File: src/rtl/soi_probe_bank.sv
// soi_probe_bank: bank of autonomously stepping probe channels with host override,
// registered read port and sticky out-of-range error flag.
// Optional snapshot registers (snap strobe, rd_src select) under SOI_PROBE_SNAPSHOT_EN.
module soi_probe_bank #(
    parameter int unsigned CHANNELS = 4,
    parameter int unsigned WIDTH    = 8,
    parameter int unsigned INIT     = 1,
    localparam int unsigned CW      = (CHANNELS > 1) ? $clog2(CHANNELS) : 1
) (
    input  logic                      clk,
    input  logic                      rst,
    input  logic                      mode_we,
    input  logic [CW-1:0]             mode_ch,
    input  logic [1:0]                mode_val,
    input  logic                      wr_en,
    input  logic [CW-1:0]             wr_ch,
    input  logic [WIDTH-1:0]          wr_data,
    input  logic                      rd_en,
    input  logic [CW-1:0]             rd_ch,
    input  logic                      rd_src,
    input  logic                      snap,
    output logic                      rd_valid,
    output logic [WIDTH-1:0]          rd_data,
    output logic [CHANNELS*WIDTH-1:0] probe_out,
    output logic                      err
);

    typedef enum logic [1:0] {
        ModeHold   = 2'b00,
        ModeToggle = 2'b01,
        ModeCount  = 2'b10,
        ModeRotate = 2'b11
    } mode_e;

    localparam int unsigned NIDX = 1 << CW;
    localparam logic [WIDTH-1:0] INIT_V = INIT[WIDTH-1:0];

    // One bit per encodable index: set when that index names a real channel.
    function automatic logic [NIDX-1:0] ok_mask();
        logic [NIDX-1:0] m;
        for (int unsigned i = 0; i < NIDX; i++) begin
            m[i] = (i < CHANNELS);
        end
        return m;
    endfunction

    localparam logic [NIDX-1:0] IDX_OK = ok_mask();

    // For WIDTH = 1 the rotate collapses to hold and +1 to invert with no special case.
    function automatic logic [WIDTH-1:0] step(input mode_e m, input logic [WIDTH-1:0] v);
        logic [WIDTH-1:0] r;
        case (m)
            ModeHold:   r = v;
            ModeToggle: r = ~v;
            ModeCount:  r = v + 1'b1;
            default:    r = (v << 1) | (v >> (WIDTH - 1));
        endcase
        return r;
    endfunction

    logic [CHANNELS-1:0][WIDTH-1:0] chan_q, chan_d;
    mode_e [CHANNELS-1:0]           mode_q, mode_d;
    logic                           rd_valid_q;
    logic [WIDTH-1:0]               rd_data_q, rd_data_d;
    logic                           err_q, err_d;
    logic [WIDTH-1:0]               rd_live, rd_sel;

    // Channel and mode next state: host write beats the autonomous step.
    always_comb begin
        chan_d = chan_q;
        mode_d = mode_q;
        for (int unsigned i = 0; i < CHANNELS; i++) begin
            chan_d[i] = step(mode_q[i], chan_q[i]);
            if (wr_en && wr_ch == CW'(i)) begin
                chan_d[i] = wr_data;
            end
            if (mode_we && mode_ch == CW'(i)) begin
                mode_d[i] = mode_e'(mode_val);
            end
        end
    end

    // Live read mux; out-of-range indices match nothing and yield zero.
    always_comb begin
        rd_live = '0;
        for (int unsigned i = 0; i < CHANNELS; i++) begin
            if (rd_ch == CW'(i)) begin
                rd_live = chan_q[i];
            end
        end
    end

`ifdef SOI_PROBE_SNAPSHOT_EN
    logic [CHANNELS-1:0][WIDTH-1:0] snap_q;
    logic [WIDTH-1:0]               rd_snap;

    // Snapshot captures pre-update values, so a same-cycle write is not seen.
    always_ff @(posedge clk or posedge rst) begin
        if (rst) begin
            snap_q <= {CHANNELS{INIT_V}};
        end else if (snap) begin
            snap_q <= chan_q;
        end
    end

    // Snapshot read mux.
    always_comb begin
        rd_snap = '0;
        for (int unsigned i = 0; i < CHANNELS; i++) begin
            if (rd_ch == CW'(i)) begin
                rd_snap = snap_q[i];
            end
        end
    end

    assign rd_sel = rd_src ? rd_snap : rd_live;
`else
    logic unused_snap_inputs;
    assign unused_snap_inputs = snap ^ rd_src;
    assign rd_sel = rd_live;
`endif

    // Read response data and sticky error next state.
    always_comb begin
        rd_data_d = rd_data_q;
        if (rd_en) begin
            rd_data_d = IDX_OK[rd_ch] ? rd_sel : '0;
        end
        err_d = err_q
              | (mode_we & ~IDX_OK[mode_ch])
              | (wr_en & ~IDX_OK[wr_ch])
              | (rd_en & ~IDX_OK[rd_ch]);
    end

    // State registers; reset also drops any in-flight read response.
    always_ff @(posedge clk or posedge rst) begin
        if (rst) begin
            for (int unsigned i = 0; i < CHANNELS; i++) begin
                chan_q[i] <= INIT_V;
                mode_q[i] <= ModeToggle;
            end
            rd_valid_q <= 1'b0;
            rd_data_q  <= '0;
            err_q      <= 1'b0;
        end else begin
            chan_q     <= chan_d;
            mode_q     <= mode_d;
            rd_valid_q <= rd_en;
            rd_data_q  <= rd_data_d;
            err_q      <= err_d;
        end
    end

    assign probe_out = chan_q;
    assign rd_valid  = rd_valid_q;
    assign rd_data   = rd_data_q;
    assign err       = err_q;

endmodule

File: config.mk
export PLATFORM = sky130hd
export DESIGN_NAME = soi_probe_bank
export DESIGN_NICKNAME = d
export VERILOG_FILES = /design/src/rtl/soi_probe_bank.sv
export SDC_FILE = /design/constraint.sdc
export NUM_CORES = 1
export LEC_CHECK = 0
export ABC_CLOCK_PERIOD_IN_PS = 3660
export CAP_MARGIN = 20
export CORE_MARGIN = 4
export CORE_UTILIZATION = 58
export CTS_CLUSTER_DIAMETER = 40
export CTS_CLUSTER_SIZE = 14
export DETAILED_ROUTE_END_ITERATION = 8
export HOLD_SLACK_MARGIN = 0.05
export PLACE_DENSITY = 0.88
export SLEW_MARGIN = 20
export SYNTH_ARGS = -nofsm -noshare
export SYNTH_HDL_FRONTEND = slang
export SYNTH_SLANG_ARGS = --single-unit
File: constraint.sdc
create_clock -name clk -period 3.66 [get_ports clk]
set_input_delay 0.732 -clock clk [delete_from_list [all_inputs] [get_ports clk]]
set_output_delay 0.732 -clock clk [all_outputs]
set_load 0.01 [all_outputs]
==> results.yml <==
pwr:
  intPower_mw: 1.92
  p_per_area_mw_per_mm2: 783
  ir_worst_vdd_uv: 451
  p_clk_share_pct: 9.5
  switching_share_pct: 44.1
  leakage_nw: 1.74
  p_seq_share_pct: 37.8
  power_frac_comb_pct: 52.7
  switching_power_mw: 1.52
sta:
  fmax_mhz: 438
  final_max_slew_viol_count: 0
  fin_crit_ns: 2.28
  setup_viol: 0
  maxSlewHeadroom_pct: 41.5
  setup_tns_ns: 0
  hold_viol_final: 0
  rsz0062_at_grt: "no"
  tightest_slew_ns: 0.876
  skew_ns: 0.00524
  fin_crit_sh_pct: 62.4
setup_path:
  path_delay_family: "flip-flops"
  crit_path_end_kind: "primary output"
  slowest_stage: "dfstp_2"
  crit_path_max_incr_delay_ns: 0.66
  path_cells: "clkdlybuf4s50_1"
  path_max_fanout: 9
  worstPathRequired_ns: 2.93
  start_kind: "flip-flop"
  critPathArrivalTime_ns: 1.55
  path_class: "reg -> out"
  cp_num_buf_inv: 1
drt:
  drcViolationCount: 0
  postRouteAntennaNets: 0
  first_iter_violations: 407
  first_pass_iters: 5
  dr_total_vias: 3640
  via_per_inst: 6.65
  routedWlPerCell_um: 18.8
  routed_wl_um: 10300
grt:
  grt_overflow_total: 0
  grt_pass1_vias: 3307
  antenna_found_initial: 0
  grt_pass1_wl_um: 16500
  grt_max_degree: 50
  grt_usage_pct: 27.5
cts:
  cts_buffers: 5
  root_buffer: "clkbuf_8"
  clock-sinks: 49
  postCtsHoldBufs: 0
  cts_resized: 0
  clock_path_buffers: 2
  h-tree-depth: 2
  postCtsSetupRepairBufs: 0
  clkLatencyLatePin_ns: 0.31
  path_clk_slew_ns: 0.09
  cts_tree: "built"
yosys:
  synth_edf_count: 0
  synthArstFlopShare_pct: 100
  syn_area_per_cell_um2: 8.68
  ys_warn_count: 0
  synth_flop_cell: "dfrtp_1"
  yosysUniqueCellTypes: 62
  syn-instance-count: 436
  syn-num-nets: 475
  synth_area_mm2: 0.00378
  yosysSeqAreaShare_pct: 32.7
  synth_seq_cells: 49
status:
  status: "completed"
cells_and_area:
  fin_nets: 508
  design_area_mm2: 0.00439
  synthToLayoutAreaGrowth_pct: 16.1
  fill_cells: 492
  drive_gt1_share_pct: 8.72
  antenna_cells: 0
  final_util_pct: 69.2
floorplanning:
  die_area_mm2: 0.00788
  num_io_pins: 65
  rows: 29
  start_util_pct: 59.6
  die_w_um: 88.8
  die-height_um: 88.8
  core_mm2: 0.00635
placement:
  gp_congestion: 0.911
  placedInstanceArea_mm2: 0.00431
  io_buffers: 61
  dp_hpwl_um: 7280
hold_path:
  hold_class: "reg -> reg"
job:
  max-cap-violations: 0
[registers in the layout (all words and copies together), names as in the netlist]
| signal | count |
|---|---|
| mode_q | 8 |
| probe_out | 32 |
| rd_data | 8 |
| rd_valid | 1 |
[through the flow]
stage	instances	power (mW)	hold slack [ns]	setup slack [ns]
floorplan	436	2.35	0.506	1.77
global placement	539	3.00	0.490	1.19
detailed placement	539	3.09	0.500	1.11
CTS	547	3.42	0.520	1.38
global route	547	3.69	0.544	1.34
finish	547	3.44	0.515	1.38
[metal layers]
| layer | routed length, um | share of wire, % | vias up | global-route usage [%] |
|---|---|---|---|---|
| met3 | 1050 | 10 | 29 | 4.84 |
| met5 | 0 | 0 | - | 0 |
| li1 | - | - | 1674 | - |
| met4 | 203 | 2.0 | 0 | 8.79 |
| met2 | 5050 | 49 | 236 | 46.6 |
| met1 | 3990 | 39 | 1701 | 35.7 |
[cells in the mapped netlist (3+ instances only)]
library cell / number / area [um^2]
a21boi_1: 3 / 22.5
a21oi_1: 28 / 140
a22oi_1: 5 / 37.5
a311oi_1: 4 / 35.0
a31oi_1: 14 / 87.6
a41oi_1: 3 / 26.3
and3_1: 10 / 62.6
buf_2: 21 / 105
clkbuf_1: 9 / 33.8
dfrtp_1: 41 / 1030
dfstp_2: 8 / 210
ha_1: 16 / 200
inv_1: 18 / 67.6
mux2_2: 14 / 158
mux2i_1: 7 / 70.1
mux4_2: 8 / 180
nand2_1: 37 / 139
nand2b_1: 13 / 81.3
nand3_1: 14 / 70.1
nand3b_1: 10 / 75.1
nand4_1: 6 / 37.5
nand4b_1: 3 / 26.3
nor2_1: 47 / 176
nor2b_1: 5 / 31.3
nor3_1: 3 / 15.0
o211ai_1: 4 / 30.0
o21ai_0: 16 / 80.1
o21ai_1: 12 / 60.1
o221ai_1: 6 / 52.6
o22a_1: 3 / 26.3
o22ai_1: 5 / 31.3
or3_1: 3 / 18.8
[power groups by stage]
stage                     combinational (mW)  sequential, mW  clock, mW
final                                   1.81            1.30      0.327
after global routing                    1.99            1.35      0.353
after CTS                               1.81            1.28      0.331
after detailed placement                1.80            1.29          0
after global placement                  1.73            1.28          0
after floorplan                         1.20            1.15          0
[cell families (layout without fill, tap and decap cells)]
| group | after synthesis | in the layout | share of synthesized area (%) |
|---|---|---|---|
| simple gates | 162 | 162 | 22.2 |
| compound gates | 123 | 123 | 21.6 |
| buf+inv | 53 | 87 | 6.54 |
| flops | 49 | 49 | 32.7 |
| mux | 31 | 31 | 11.4 |
| fa+ha+maj | 16 | 16 | 5.29 |
| other cells | 1 | 1 | 0.0991 |
| xor+xnor | 1 | 1 | 0.231 |
[final timing paths]
check	startpoint	end	slack [ns]	cells past startpoint
min in group asynchronous	rst	probe_out[17]$_DFFE_PP0P_	0.89	2
setup reg to reg	mode_q[2]$_DFFE_PP1P_	probe_out[8]$_DFFE_PP1P_	1.58	6
setup / recovery	probe_out[16]$_DFFE_PP1P_	probe_out[16]	1.38	1
hold / removal	rd_data[5]$_DFFE_PP0P_	rd_data[5]$_DFFE_PP0P_	0.51	1
hold reg to reg	rd_data[5]$_DFFE_PP0P_	rd_data[5]$_DFFE_PP0P_	0.51	1
max in group asynchronous	rst	probe_out[9]$_DFFE_PP0P_	2.26	2
[cell usage in the layout, fill, tap and decap left out, drive strengths merged, types with 7 or more instances in the layout]
cell type / count
nand2: 37
inv: 17
dfrtp: 41
and3: 10
nand3: 15
clkdlybuf4s50: 61
nand2b: 13
ha: 16
nor2: 47
nand3b: 10
clkbuf: 8
a31oi: 14
o21ai: 28
a21oi: 28
mux2: 16
dfstp: 8
mux4: 8
mux2i: 7
[area by class of cell]
class | instances | area (um^2) | share of cell area (%)
clock buffer | 8 | 80.1 | 1.82
inverter | 18 | 68.8 | 1.57
multi-input combinational | 334 | 2300 | 52.4
sequential | 49 | 1240 | 28.1
tap | 77 | 96.3 | 2.19
timing repair buffer | 61 | 611 | 13.9
[worst register-to-register path: stages (launching register included)]
cell and delay, ns:
dfstp_2 0.57, inv_1 0.06, ha_1 0.57, inv_1 0.19, o311ai_1 0.32, o21ai_0 0.14
a21oi_1 0.15
Note: power is estimated with default switching activity, not from simulation.
==> RTL change: new RTL, same flow settings <==
`rd_data_q` no longer has a reset.
--- a/src/rtl/soi_probe_bank.sv
+++ b/src/rtl/soi_probe_bank.sv
@@ -140,15 +140,17 @@
                 mode_q[i] <= ModeToggle;
             end
             rd_valid_q <= 1'b0;
-            rd_data_q  <= '0;
             err_q      <= 1'b0;
         end else begin
             chan_q     <= chan_d;
             mode_q     <= mode_d;
             rd_valid_q <= rd_en;
-            rd_data_q  <= rd_data_d;
             err_q      <= err_d;
         end
+    end
+
+    always_ff @(posedge clk) begin
+        rd_data_q <= rd_data_d;
     end
 
     assign probe_out = chan_q;
Check against the original RTL: not equivalent (Yosys sat finds a counterexample within 4 cycles, from zero or initial values and one cycle with rst high).
==> RTL change against the original RTL <==
- global-route usage fell by 0.31 points
- power fell by 3.2%
- worst setup slack got worse by 0.016 ns
- utilization rose by 2.8 points
- synthesized area fell by 2.8%
- largest power group unchanged
- die area fell by 2.5%
- wire length fell by 0.72%
- highest routed layer unchanged
- design area fell by 1.2%
- sequential cell count did not move
- hold slack improved by 0.031 ns
- first-iteration DRC count rose by 2.2%
==> RTL change: results (changes against the original RTL) <==
[layout]
nets=503  ; was 508
drive_above_1_share_pct=7.53  ; was 8.72%

[sta]
finalClockSkew_ns=0.0116  ; was 0.00524 ns
slew_headroom_pct=59.2  ; was 41.5%

[global_route]
first_global_vias=3240  ; was 3307
grt_antenna_before_repair=0  ; unchanged
grt_pass1_wl_um=16400  ; was 16500 um
grt_max_degree=42  ; was 50
grt_usage_pct=27.2  ; was 27.5%

[logic_synthesis]
synthTopCellsByArea=dfrtp_1, edfxtp_1, dfstp_2  ; was dfrtp_1, dfstp_2, ha_1
async_flop_share_pct=83.7  ; was 100%
ys_top_cells_by_count=nand2_1, nor2_1, dfrtp_1  ; was nor2_1, dfrtp_1, nand2_1
synth_nets=465  ; was 475
yosysUniqueCellTypes=66  ; was 62
yosysSeqAreaShare_pct=34.7  ; was 32.7%
synth_edf_count=8  ; was 0

[detailed_routing]
drt-initial-drc-count=416  ; was 407
vias=3638  ; was 3640

[place]
place.gp.congestion=0.887  ; was 0.911
post-place-ws_ns=1.29  ; was 1.11 ns
hpwl_um=7180  ; was 7280 um

[pwr]
ir_drop_mv=0.499  ; was 0.451 mV
p_sw_share_pct=43.7  ; was 44.1%
p_leak_nw=1.68  ; was 1.74 nW

[setup_path]
cp_top_family=buffers and inverters  ; was flip-flops
critPathMaxStageDelay_ns=0.64  ; was 0.66 ns
worstPathMaxFanout=11  ; was 9
crit_path_top_delay_cell=clkdlybuf4s50_1  ; was dfstp_2

[clock_network]
clock_latency_ns=0.31  ; about the same

[status]
outcome=completed  ; unchanged

[floorplanning]
die_width_um=87.7  ; was 88.8 um

==> RTL change: cell types whose count changed after synthesis, moves of 7 or more <==
cell / delta
dfrtp_1: -8
mux2_2: -8
buf_2: -14
inv_1: +7
edfxtp_1: +8
o21ai_0: +15
clkbuf_1: +9
==> RTL change: kinds of logic (layout without fill, tap and decap cells) <==
family	count (synthesis)	in the layout	share of synthesized area, %
AO/OA/AOI/OAI	139	139	24.9
XOR/XNOR	2	2	0.476
adder cells (fa/ha/maj)	16	16	5.44
buffers and inverters	56	95	6.97
flip-flops	49	49	34.7
multiplexers	16	16	7.38
other	1	1	0.102
AND/OR/NAND/NOR	147	147	20.1
==> RTL change: through the flow <==
step | cells | area (um2) | hold slack [ns]
3_5_place_dp | 532 | 4230 | 0.530
2_1_floorplan | 426 | 3680 | 0.506
3_3_place_gp | 532 | 4230 | 0.522
4_1_cts | 540 | 4340 | 0.551
6_report | 540 | 4340 | 0.545
5_1_grt | 540 | 4340 | 0.577
==> RTL change: path summary, 6_finish.rpt <==
check | cells past startpoint | start | to | slack, ns
setup / recovery | 1 | probe_out[26] | probe_out[26] | 1.36
setup reg to reg | 6 | mode_q[6] | probe_out[29] | 1.57
min in group asynchronous | 3 | rst | mode_q[7] | 0.86
hold / removal | 1 | mode_q[7] | mode_q[7] | 0.55
hold reg to reg | 1 | mode_q[7] | mode_q[7] | 0.55
max in group asynchronous | 3 | rst | probe_out[16] | 2.42
==> RTL change: final cells by class <==
| type | instances | area [um2] |
|---|---|---|
| clock buffers | 8 | 111 |
| fillers | 454 | 1690 |
| inverters | 25 | 93.8 |
| multi-input cells | 321 | 2150 |
| flip-flops and latches | 49 | 1280 |
| well taps | 75 | 93.8 |
| repair buffers | 62 | 618 |
==> RTL change: power groups by stage <==
| stage | Clock [W] | Combinational (W) | Sequential [W] |
|---|---|---|---|
| after global placement | 0 | 0.00157 | 0.00128 |
| after global routing | 0.000408 | 0.00180 | 0.00134 |
| after floorplan | 0 | 0.00105 | 0.00116 |
| after detailed placement | 0 | 0.00162 | 0.00129 |
| final | 0.000378 | 0.00165 | 0.00131 |
| after CTS | 0.000381 | 0.00164 | 0.00128 |
==> RTL change: routing by layer <==
| layer | GRT usage [%] | part of all wire (%) | vias to the layer above |
|---|---|---|---|
| li1 | - | - | 1648 |
| met1 | 37.0 | 38 | 1714 |
| met2 | 42.3 | 46 | 234 |
| met3 | 4.33 | 11 | 42 |
| met4 | 13.5 | 4.6 | 0 |
| met5 | 0 | 0 | - |
